--- config.mk ---
export PLATFORM = sky130hd
export DESIGN_NAME = mc6502_interrupt_logic
export DESIGN_NICKNAME = d
export VERILOG_FILES = /design/src/rtl/mc6502_interrupt_logic.sv
export SDC_FILE = /design/constraint.sdc
export NUM_CORES = 1
export LEC_CHECK = 0
export BUFFER_PORTS_ARGS = -buffer_cell sky130_fd_sc_hd__buf_2
export CORE_UTILIZATION = 35
export CTS_CLUSTER_DIAMETER = 200
export DETAILED_ROUTE_END_ITERATION = 16
export PLACE_DENSITY = 0.71
export SLEW_MARGIN = 20
export SYNTH_ARGS = -nofsm -noshare
export SYNTH_HDL_FRONTEND = slang
export SYNTH_SLANG_ARGS = --single-unit
--- constraint.sdc ---
create_clock -name clk -period 1.65 [get_ports clk]
set_input_delay 0.165 -clock clk [delete_from_list [all_inputs] [get_ports clk]]
set_output_delay 0.165 -clock clk [all_outputs]
set_load 0.1 [all_outputs]
--- src/rtl/mc6502_interrupt_logic.sv ---
// 6502 interrupt sequencer: reset vector fetch, NMI/BRK/IRQ stacking and vectoring.
// Ports: clk, rst_x (sync, active-high), i_irq_x/i_nmi_x requests,
//   mc2il_* memory/decoder inputs, il2mc_* memory strobes,
//   rf2il_* register file state, il2rf_* PC loads and push handshake.
module mc6502_interrupt_logic (
    input  logic        clk,
    input  logic        rst_x,
    input  logic        i_irq_x,
    input  logic        i_nmi_x,
    input  logic [7:0]  mc2il_data,
    input  logic        mc2il_brk,
    output logic [15:0] il2mc_addr,
    output logic        il2mc_read,
    input  logic [7:0]  rf2il_s,
    input  logic [7:0]  rf2il_psr,
    input  logic [15:0] rf2il_pc,
    output logic [7:0]  il2rf_data,
    output logic        il2rf_set_pcl,
    output logic        il2rf_set_pch,
    output logic        il2rf_pushed
);

    typedef enum logic [2:0] {
        RST_L,
        RST_H,
        IDLE,
        PUSH_H,
        PUSH_L,
        PUSH_P,
        VEC_L,
        VEC_H
    } state_t;

    state_t      state_q, state_d;
    logic        nmi_sync_q, nmi_sync_d;
    logic        nmi_prev_q, nmi_prev_d;
    logic        irq_sync_q, irq_sync_d;
    logic        nmi_pending_q, nmi_pending_d;
    logic        brk_q, brk_d;
    logic [15:0] vec_base_q, vec_base_d;

    logic        nmi_edge;
    logic        nmi_req;
    logic        irq_req;
    logic        take_nmi;

    // B and unused bits of the live PSR are replaced on push
    logic        unused_psr;
    assign unused_psr = ^rf2il_psr[5:4];

    assign nmi_edge = nmi_prev_q & ~nmi_sync_q;
    // A fresh edge counts in the same cycle so NMI wins over a
    // simultaneous IRQ that is already visible through its sync flop.
    assign nmi_req  = nmi_pending_q | nmi_edge;
    assign irq_req  = ~irq_sync_q & ~rf2il_psr[2];

    always_comb begin
        state_d    = state_q;
        brk_d      = brk_q;
        vec_base_d = vec_base_q;
        take_nmi   = 1'b0;
        nmi_sync_d = i_nmi_x;
        nmi_prev_d = nmi_sync_q;
        irq_sync_d = i_irq_x;
        unique case (state_q)
            RST_L:  state_d = RST_H;
            RST_H:  state_d = IDLE;
            IDLE: begin
                if (nmi_req) begin
                    take_nmi   = 1'b1;
                    vec_base_d = 16'hfffa;
                    brk_d      = 1'b0;
                    state_d    = PUSH_H;
                end else if (mc2il_brk) begin
                    vec_base_d = 16'hfffe;
                    brk_d      = 1'b1;
                    state_d    = PUSH_H;
                end else if (irq_req) begin
                    vec_base_d = 16'hfffe;
                    brk_d      = 1'b0;
                    state_d    = PUSH_H;
                end
            end
            PUSH_H: state_d = PUSH_L;
            PUSH_L: state_d = PUSH_P;
            PUSH_P: state_d = VEC_L;
            VEC_L:  state_d = VEC_H;
            VEC_H:  state_d = IDLE;
            default: state_d = RST_L;
        endcase
        nmi_pending_d = nmi_req & ~take_nmi;
    end

    always_ff @(posedge clk) begin
        if (rst_x) begin
            state_q       <= RST_L;
            nmi_sync_q    <= 1'b1;
            nmi_prev_q    <= 1'b1;
            irq_sync_q    <= 1'b1;
            nmi_pending_q <= 1'b0;
            brk_q         <= 1'b0;
            vec_base_q    <= 16'hfffe;
        end else begin
            state_q       <= state_d;
            nmi_sync_q    <= nmi_sync_d;
            nmi_prev_q    <= nmi_prev_d;
            irq_sync_q    <= irq_sync_d;
            nmi_pending_q <= nmi_pending_d;
            brk_q         <= brk_d;
            vec_base_q    <= vec_base_d;
        end
    end

    // Outputs are quiet during reset so an aborted sequence cannot
    // leak a push or PC load in the cycle reset is raised.
    always_comb begin
        il2mc_addr    = 16'h0000;
        il2mc_read    = 1'b0;
        il2rf_data    = 8'h00;
        il2rf_set_pcl = 1'b0;
        il2rf_set_pch = 1'b0;
        il2rf_pushed  = 1'b0;
        if (!rst_x) begin
            unique case (state_q)
                RST_L: begin
                    il2mc_addr    = 16'hfffc;
                    il2mc_read    = 1'b1;
                    il2rf_set_pcl = 1'b1;
                    il2rf_data    = mc2il_data;
                end
                RST_H: begin
                    il2mc_addr    = 16'hfffd;
                    il2mc_read    = 1'b1;
                    il2rf_set_pch = 1'b1;
                    il2rf_data    = mc2il_data;
                end
                PUSH_H: begin
                    il2mc_addr   = {8'h01, rf2il_s};
                    il2rf_pushed = 1'b1;
                    il2rf_data   = rf2il_pc[15:8];
                end
                PUSH_L: begin
                    il2mc_addr   = {8'h01, rf2il_s};
                    il2rf_pushed = 1'b1;
                    il2rf_data   = rf2il_pc[7:0];
                end
                PUSH_P: begin
                    il2mc_addr   = {8'h01, rf2il_s};
                    il2rf_pushed = 1'b1;
                    il2rf_data   = {rf2il_psr[7:6], 1'b1, brk_q,
                                    rf2il_psr[3:0]};
                end
                VEC_L: begin
                    il2mc_addr    = vec_base_q;
                    il2mc_read    = 1'b1;
                    il2rf_set_pcl = 1'b1;
                    il2rf_data    = mc2il_data;
                end
                VEC_H: begin
                    il2mc_addr    = vec_base_q + 16'd1;
                    il2mc_read    = 1'b1;
                    il2rf_set_pch = 1'b1;
                    il2rf_data    = mc2il_data;
                end
                default: begin
                    il2mc_addr = 16'h0000;
                end
            endcase
        end
    end

endmodule

# After elaboration in Yosys (flattened, before gate mapping)
# Index checks and enable logic that the tools add are counted.
dict set report classes {
  addsub 1
  eq_ne 8
  muxes 24
  bitwise 8
  n_reduce_logical 7
}
# operator n
set op_table {}
lappend op_table {{case mux 16 bit (5 select lines)} 1}
lappend op_table {{two-way mux 16 bit} 4}
lappend op_table {{case mux 8 bit (4 select lines)} 1}
lappend op_table {{case mux 3 bit (7 select lines)} 1}
lappend op_table {{adder 16 x 1 -> 16 bit (second input constant)} 1}
lappend op_table {{two-way mux 1 bit} 13}
lappend op_table {{== test 3 bit (second input constant)} 4}
lappend op_table {{two-way mux 3 bit} 3}
lappend op_table {{two-way mux 8 bit} 1}
lappend op_table {{== test 3 x 2 -> 1 bit (second input constant)} 2}
lappend op_table {{inequality test 4 bit (second input constant)} 1}
lappend op_table {{NOT 1 bit} 4}
lappend op_table {{OR reduction 2 bit} 2}
lappend op_table {{OR reduction 4 bit} 1}
lappend op_table {{AND 1 bit} 3}
lappend op_table {{== test 3 x 1 -> 1 bit (second input constant)} 1}
lappend op_table {{zero test 3 bit} 1}
lappend op_table {{nonzero test 3 bit} 1}
lappend op_table {{OR reduction 3 bit} 1}
lappend op_table {{AND reduction 2 bit} 1}
lappend op_table {{bitwise OR 1 bit} 1}
dict set report word_totals {
  regBits 24
  in_bits 45
  out_inout_bits 28
  elab_cells 55
}

# Logic depth before layout (Yosys ltp)
# Gate-level depths: netlist of the first run.
dict set report logic_depth {
  ltp_word 7
  ltp_mapped 5
  ltp_nobuf 3
}

# Least setup slack after synthesis of the first run
# Ideal clock, no wire load.
dict set report synth_timing {
  path_kind {register to output}
  startpoint {reg state_q[0]}
  endpoint {out il2rf_set_pch}
  arrival_time_ns 3.566
  required_ns 1.485
  slack_ns -2.081
  path_stages_with_launch 5
  n_path_buf 2
  cell_sequence {dfxtp_1 buf_6 buf_6 inv_1 nor4_1}
}
dict set report synth_between {
  elab_chain_len 4
  elab_cells_between_ends 5
  classes_between {2 x eq/ne; 2 x mux; 1 x reduce/logical}
}
# item line
set synth_rtl {}
lappend synth_rtl {{start: declaration} 34} ;# state_t state_q, state_d;
lappend synth_rtl {{start signal: assignment} 104} ;# state_q <= state_d;
lappend synth_rtl {{== test 3 bit / == test 3 x 1 -> 1 bit (equally long branches)} 124} ;# unique case (state_q)
lappend synth_rtl {{OR reduction 2 bit (no source line) (*)} --}
lappend synth_rtl {{two-way mux 1 bit (*)} 124}
lappend synth_rtl {{two-way mux 1 bit (*)} 123} ;# if (!rst_x) begin
lappend synth_rtl {{end: declaration} 19} ;# output logic il2rf_set_pch,
# Every way passes the cells marked *; elsewhere a longest branch is shown, timed or not.

# Worst setup path after layout of the first run
dict set report layout_timing {
  startpoint {reg state_q[1]}
  endpoint {out il2mc_addr[6]}
}
dict set report layout_between {
  elab_chain_len 4
  elab_cells_between_ends 10
  classes_between {6 x eq/ne; 2 x mux; 2 x reduce/logical}
}
# item line
set layout_rtl {}
lappend layout_rtl {{== test 3 bit / == test 3 x 2 -> 1 bit (equally long branches)} 124}
lappend layout_rtl {{OR reduction 3 bit (no source line)} --}
lappend layout_rtl {{case mux 16 bit (5 select lines) (*)} 124}
lappend layout_rtl {{two-way mux 16 bit (*)} 123}
lappend layout_rtl {{end: declaration} 12} ;# output logic [15:0] il2mc_addr,
# Marked as above.

==> flow_metrics.py, run 1 <==
metrics = {
    "floorplanning": {
        "fp-row-count": 18,
        "floorplan.die_area_um2": 3030,
        "design.core.area_um2": 2570,
        "die_w_um": 55.0,
        "start_util_pct": 38.4,
        "chipHeight_um": 55.0,
        "io_pins": 73,
    },
    "placement": {
        "placed_cell_area_um2": 2030,
        "place.detailed.instances": 227,
        "finalWeightedCongestion": 0.791,
        "detailed_place_hpwl_mm": 2.92,
        "placement.io_buffers": 70,
    },
    "outcome": {
        "status": "finished with violations",
        "failing_checks": "negative setup slack",
    },
    "finish": {
        "finalNetCount": 266,
        "antenna-diode-count": 0,
        "layout.core_utilization_pct": 94.3,
        "fin_area_um2": 2420,
        "area_growth_pct": 146,
        "instances_no_fill": 250,
        "share_of_final_layout_standard_cells_stronger_than_drive_strength_1_pct": 75.9,
        "final.fill_count": 76,
    },
    "hold_path": {
        "kind_of_path_behind_the_tightest_hold_check": "in -> reg",
        "worstHoldStart": "i_nmi_x",
    },
    "drt": {
        "detailroute.via_count": 1542,
        "detail-route-antenna-nets": 0,
        "remaining_drc_errors": 0,
        "drt_first_iter_violations": 36,
        "detail_route.vias_per_cell": 6.17,
        "final_routed_wire_length_divided_by_cell_count_um": 24.2,
        "detailedRoute.firstPassIterationCount": 4,
        "wl_mm": 6.05,
    },
    "logic_synthesis": {
        "synth_seq_area_share_pct": 18.3,
        "synth_enable_flop_cells": 0,
        "post_synth_inst_count": 124,
        "synth_seq_cells": 9,
        "yosys_warnings": 0,
        "number_of_unique_standard_cell_types_used_by_synthesis": 39,
        "synth.area.top_cells": "dfxtp_1 18%, buf_4 7.6%, mux2_2 6.9%",
        "synth_top_area_share_pct": 18.3,
        "postSynthNetCount": 169,
        "syn_avg_cell_area_um2": 7.94,
        "synthMostInstantiatedCell": "a21oi_1",
        "synth_top_flop_cell": "dfxtp_1",
        "netlist.top_cell.by_area": "dfxtp_1",
        "asyncSetResetFlopFracSynth_pct": 0,
        "synth_common_cells": "13 x a21oi_1, 10 x buf_4, 9 x dfxtp_1, 8 x nand2b_1",
        "synth_area_um2": 985,
    },
    "setup_path": {
        "worst_r2r_startpoint": "state_q[1]",
        "worst-path-max-fanout": 8,
        "crit_start": "state_q[1]",
        "startpoint_type": "flop",
        "rrSetupSlack_ns": 0.20,
        "critical_path_arrival_ns": 1.68,
        "worst_ep_required_time_ns": 1.48,
        "crit_type": "reg -> out",
        "setup.worst_path.end_class": "primary output",
    },
    "power": {
        "switchingPower_w": 0.00100,
        "power.static_leakage_nw": 1.05,
        "p_int_w": 0.000929,
        "clock_power_share_pct": 9.3,
        "vdd_drop_max_v": 0.000946,
        "netSwitchingFraction_pct": 51.9,
        "seq_power_share_pct": 13.2,
        "power_density_nw_per_um2": 797,
        "power.combinational.fraction_pct": 77.5,
    },
    "sta": {
        "timing_worst_slew_pin_value_ns": 0.378,
        "postLayoutSetupSlackWorst_ns": -0.199,
        "unrepaired_setup_endpoints_after_global_routing": "true",
        "setup_viol": 19,
        "timing_max_transition_violations_final": 0,
        "fmax_mhz": 541,
        "timing.hold.ws_ns": 0.0707,
        "fin_tns_setup_ns": -2.72,
        "relSlewSlack_pct": 74.6,
        "hold_violations": 0,
        "finalCritPeriodShare_pct": 112,
        "final_period_minus_worst_setup_slack_ns": 1.85,
        "finalClockSkew_ns": 0.00872,
    },
    "global_route": {
        "global_route_wire_length_before_repair_mm": 7.17,
        "grt.total_usage_pct": 34.4,
        "number_of_global_route_vias_before_repair": 1489,
        "grt_overflow": 0,
        "grt_antenna_before_repair": 0,
        "grt_start_max_net_pins": 13,
    },
    "run": {
        "maxCapViolations": 0,
    },
    "clocking": {
        "cts.sink_count": 9,
        "clock_tree.root_cell": "clkbuf_4",
        "tritoncts_clock_tree": "built",
        "ctsLongestPathBuffers": 2,
        "worst_skew_pair.late_latency_ns": 0.27,
        "clk_pin_slew_worst_paths_ns": 0.07,
        "htree_num_levels": 1,
        "cts_inserted_buffers": 3,
    },
}
## state kept, by name, indices dropped and copies added (netlist names)
register and cells:
vec_base_q 1, irq_sync_q 1, state_q 3, nmi_prev_d 1
nmi_pending_q 1, nmi_prev_q 1, brk_q 1
## power groups by stage
stage / sequential, W / combinational [W] / clock, W
after floorplan: 0.000247 / 0.000872 / 0
final: 0.000256 / 0.00150 / 0.000179
after detailed placement: 0.000264 / 0.00127 / 0
after global routing: 0.000257 / 0.00154 / 0.000194
after global placement: 0.000262 / 0.00125 / 0
after CTS: 0.000251 / 0.00139 / 0.000172
## stage by stage
step / total power (W) / setup WS, ns
2_1_floorplan: 0.00112 / -0.472
3_3_place_gp: 0.00151 / -0.0411
3_5_place_dp: 0.00154 / -0.116
4_1_cts: 0.00181 / -0.128
5_1_grt: 0.00199 / -0.264
6_report: 0.00193 / -0.199
## critical path, cell delays in order, from the launching register on
cell      delay (ns)
dfxtp_4         0.41
buf_6           0.14
buf_6           0.10
nand3b_4        0.09
a21oi_4         0.32
a21o_4          0.19
buf_12          0.17
## logic make-up after synthesis
group | Yosys count | share of synthesized area [%]
AOI/OAI and AO/OA | 45 | 30.0
buffers and inverters | 20 | 14.7
muxes | 7 | 7.88
DFF | 9 | 18.3
and+or+nand+nor | 43 | 29.1
## repair_timing
| action | 4_1_cts | 5_1_grt |
|---|---|---|
| pin swaps | 23 | 18 |
| hold buffers | 0 | 0 |
| endpoints found under the setup margin | 28 | 28 |
| resized for setup | 46 | 17 |
| buffers inserted | 14 | 6 |
## area by class of cell
type / instances / area, um^2 / share of cell area, %
clock buffers: 4 / 26.3 / 1.08
flip-flops and latches: 9 / 191 / 7.90
multi-input cells: 95 / 975 / 40.2
well taps: 30 / 37.5 / 1.55
inverters: 3 / 11.3 / 0.465
repair buffers: 109 / 1180 / 48.8
## final timing paths
kind                   endpoint  cells past startpoint
setup / recovery  il2mc_addr[6]                      6
hold / removal       nmi_prev_d                      2
setup reg to reg  vec_base_q[2]                      6
hold reg to reg      nmi_prev_q                      1
## metal layers
metal  global-route usage [%]  routed length (um)  up-vias
met5                        0                   0        -
li1                         -                   -      647
met3                     7.10                 469       38
met1                     34.5                2100      743
met4                     17.5                 325        0
met2                     65.7                3160      114
## placed cells by master (no fill, tap or decap), types with 3 or more instances in the layout
master / Yosys / layout
buf_2: 2 / 42
buf_12: 0 / 32
buf_6: 4 / 18
buf_4: 10 / 17
nand2b_1: 8 / 7
a21oi_4: 0 / 6
dfxtp_1: 9 / 6
a21o_4: 0 / 5
a21oi_1: 13 / 5
mux2_4: 0 / 5
o211ai_1: 5 / 5
a22oi_2: 0 / 5
nand2_1: 4 / 4
o21ai_1: 0 / 4
and3b_1: 5 / 4
a21oi_2: 1 / 3
or2_2: 3 / 3
clkbuf_4: 0 / 3
dfxtp_4: 0 / 3
Power figures use the tool's default switching activity.
==> run 2: changes to the inputs <==
--- a/config.mk
+++ b/config.mk
@@ -10,6 +10,8 @@
 export CTS_CLUSTER_DIAMETER = 200
 export DETAILED_ROUTE_END_ITERATION = 16
 export PLACE_DENSITY = 0.71
+export RECOVER_POWER = 25
+export SKIP_CTS_REPAIR_TIMING = 1
 export SLEW_MARGIN = 20
 export SYNTH_ARGS = -nofsm -noshare
 export SYNTH_HDL_FRONTEND = slang
==> run 2 against run 1 <==
  * The run still ends with negative setup slack left
  * Sequential cell count unchanged
  * Sequential power about the same
  * Hold slack worse by 0.012 ns
  * Critical path type unchanged
  * Sequential share of layout area up 0.42 points
  * Fmax up 0.13%
  * Clock power up 6%
==> flow_metrics.py, run 2 (same netlist as run 1, synthesis figures left out) <==
metrics = {
    "power": {
        "seq_power_share_pct": 13.9,
        "netSwitchingFraction_pct": 52.5,
        "p_int_w": 0.000876,
        "switchingPower_w": 0.000968,
        "clock_power_share_pct": 10.3,
        "power.combinational.fraction_pct": 75.8,
        "vdd_drop_max_v": 0.000766,
        "power.static_leakage_nw": 0.956,
        "power_density_nw_per_um2": 801,
    },
    "placement": {
        "detailed_place_hpwl_mm": 2.92,
        "placement.io_buffers": 70,
        "detailedPlace.worstSlack_ns": -0.116,
        "finalWeightedCongestion": 0.791,
        "place.detailed.instances": 227,
        "placed_cell_area_um2": 2030,
    },
    "outcome": {
        "failing_checks": "negative setup slack",
        "status": "finished with violations",
    },
    "finish": {
        "share_of_final_layout_standard_cells_stronger_than_drive_strength_1_pct": 75.2,
        "fin_area_um2": 2300,
        "finalNetCount": 256,
        "layout.cells.most_common": "buf_2",
        "instances_no_fill": 240,
        "final.fill_count": 113,
        "highest_count_cells_in_the_layout_ignoring_fill_and_taps": "41 x buf_2, 30 x buf_12, 16 x buf_4",
        "largest_register_ff_count": 3,
        "area_growth_pct": 134,
        "max_flop_register": "state_q",
        "antenna-diode-count": 0,
    },
    "setup_path": {
        "setup.worst_path.end_class": "primary output",
        "critical_path_arrival_ns": 1.68,
        "crit_top_cell": "buf_6",
        "max_stage_delay_ns": 0.37,
        "worst_ep_required_time_ns": 1.48,
        "startpoint_type": "flop",
        "cpMaxStageDelayCell": "dfxtp_4",
        "crit_type": "reg -> out",
        "worst-path-max-fanout": 7,
        "worstPathCellList": "buf_6, buf_6, nor2_4, o21ai_2, a31oi_4, buf_12",
    },
    "clocking": {
        "clk_pin_slew_worst_paths_ns": 0.08,
        "ctsLongestPathBuffers": 2,
        "tritoncts_clock_tree": "built",
        "htree_num_levels": 1,
        "clock_tree.root_cell": "clkbuf_4",
        "worst_skew_pair.late_latency_ns": 0.28,
        "cts_inserted_buffers": 3,
        "cts.sink_count": 9,
    },
    "sta": {
        "finalCritPeriodShare_pct": 112,
        "unrepaired_setup_endpoints_after_global_routing": "true",
        "final_period_minus_worst_setup_slack_ns": 1.85,
        "setup_viol": 20,
        "relSlewSlack_pct": 74.0,
        "timing_worst_slew_pin_value_ns": 0.390,
        "timing_max_transition_violations_final": 0,
        "hold_violations": 0,
        "postLayoutSetupSlackWorst_ns": -0.196,
        "finalClockSkew_ns": 0.0167,
        "fmax_mhz": 542,
        "timing.hold.ws_ns": 0.0588,
    },
    "drt": {
        "detail-route-antenna-nets": 0,
        "detailedRoute.firstPassIterationCount": 4,
        "detailroute.via_count": 1364,
        "detail_route.vias_per_cell": 5.68,
        "final_routed_wire_length_divided_by_cell_count_um": 20.1,
        "wl_mm": 4.82,
        "remaining_drc_errors": 0,
        "drt_first_iter_violations": 27,
    },
    "global_route": {
        "grt_overflow": 0,
        "grt.met3_usage_pct": 1.09,
        "grt_antenna_before_repair": 0,
        "number_of_global_route_vias_before_repair": 1208,
        "global_route.usage.met2_pct": 53.8,
        "grt_start_max_net_pins": 14,
        "global_route_wire_length_before_repair_mm": 5.20,
        "grt.busiest_layer": "met2",
        "grt.total_usage_pct": 24.0,
        "grt_util_met1_pct": 22.8,
    },
    "floorplanning": {
        "die_w_um": 55.0,
        "start_util_pct": 38.4,
        "io_pins": 73,
        "fp-row-count": 18,
        "chipHeight_um": 55.0,
        "floorplan.die_area_um2": 3030,
        "design.core.area_um2": 2570,
    },
    "hold_path": {
        "kind_of_path_behind_the_tightest_hold_check": "in -> reg",
    },
    "run": {
        "maxCapViolations": 0,
    },
}
run 2: cell count changes in the layout (fill, tap and decap cells not counted), sizes merged:
| cell | previous run | this run |
|---|---|---|
| clkbuf | 4 | 5 |
| buf | 109 | 98 |
run 2: cell type report:
type / instances / area [um^2] / area share (%)
well taps: 30 / 37.5 / 1.63
flip-flops and latches: 9 / 191 / 8.32
clock buffers: 4 / 26.3 / 1.14
multi-input cells: 95 / 973 / 42.3
repair buffers: 99 / 1060 / 46.1
inverters: 3 / 11.3 / 0.489
run 2: final timing paths:
kind / start / end / slack, ns / cells past startpoint
hold / removal: i_nmi_x / nmi_prev_d / 0.06 / 2
hold reg to reg: nmi_prev_d / nmi_prev_q / 0.50 / 1
setup reg to reg: state_q[2] / brk_q / 0.19 / 5
setup / recovery: state_q[2] / il2rf_data[4] / -0.20 / 6
run 2: critical path, delay by kind of cell, from the launching register on:
kind            cells  cell delay, ns
buf+inv             3            0.44
simple gates        1            0.24
flops               1            0.37
compound gates      2            0.33
run 2: power groups by stage:
stage               sequential [W]  combinational, W  clock, W
floorplan                 0.000247          0.000872         0
global placement          0.000262           0.00125         0
detailed placement        0.000264           0.00127         0
CTS                       0.000259           0.00128  0.000172
global route              0.000258           0.00144  0.000193
finish                    0.000256           0.00140  0.000189
run 2: layer usage:
metal | share of wire (%) | up-vias
met5 | 0 | -
met4 | 4.2 | 0
met3 | 4.5 | 20
met2 | 57 | 63
met1 | 34 | 656
li1 | - | 625
run 2: per-stage QoR:
stage                     total power (W)  setup TNS, ns  utilization, %
after global routing              0.00189          -3.69            89.6
after global placement            0.00151         -0.191            79.2
after detailed placement          0.00154         -0.791            79.2
after CTS                         0.00171          -7.87            80.3
after floorplan                   0.00112          -6.59               -
final                             0.00184          -2.98            89.6
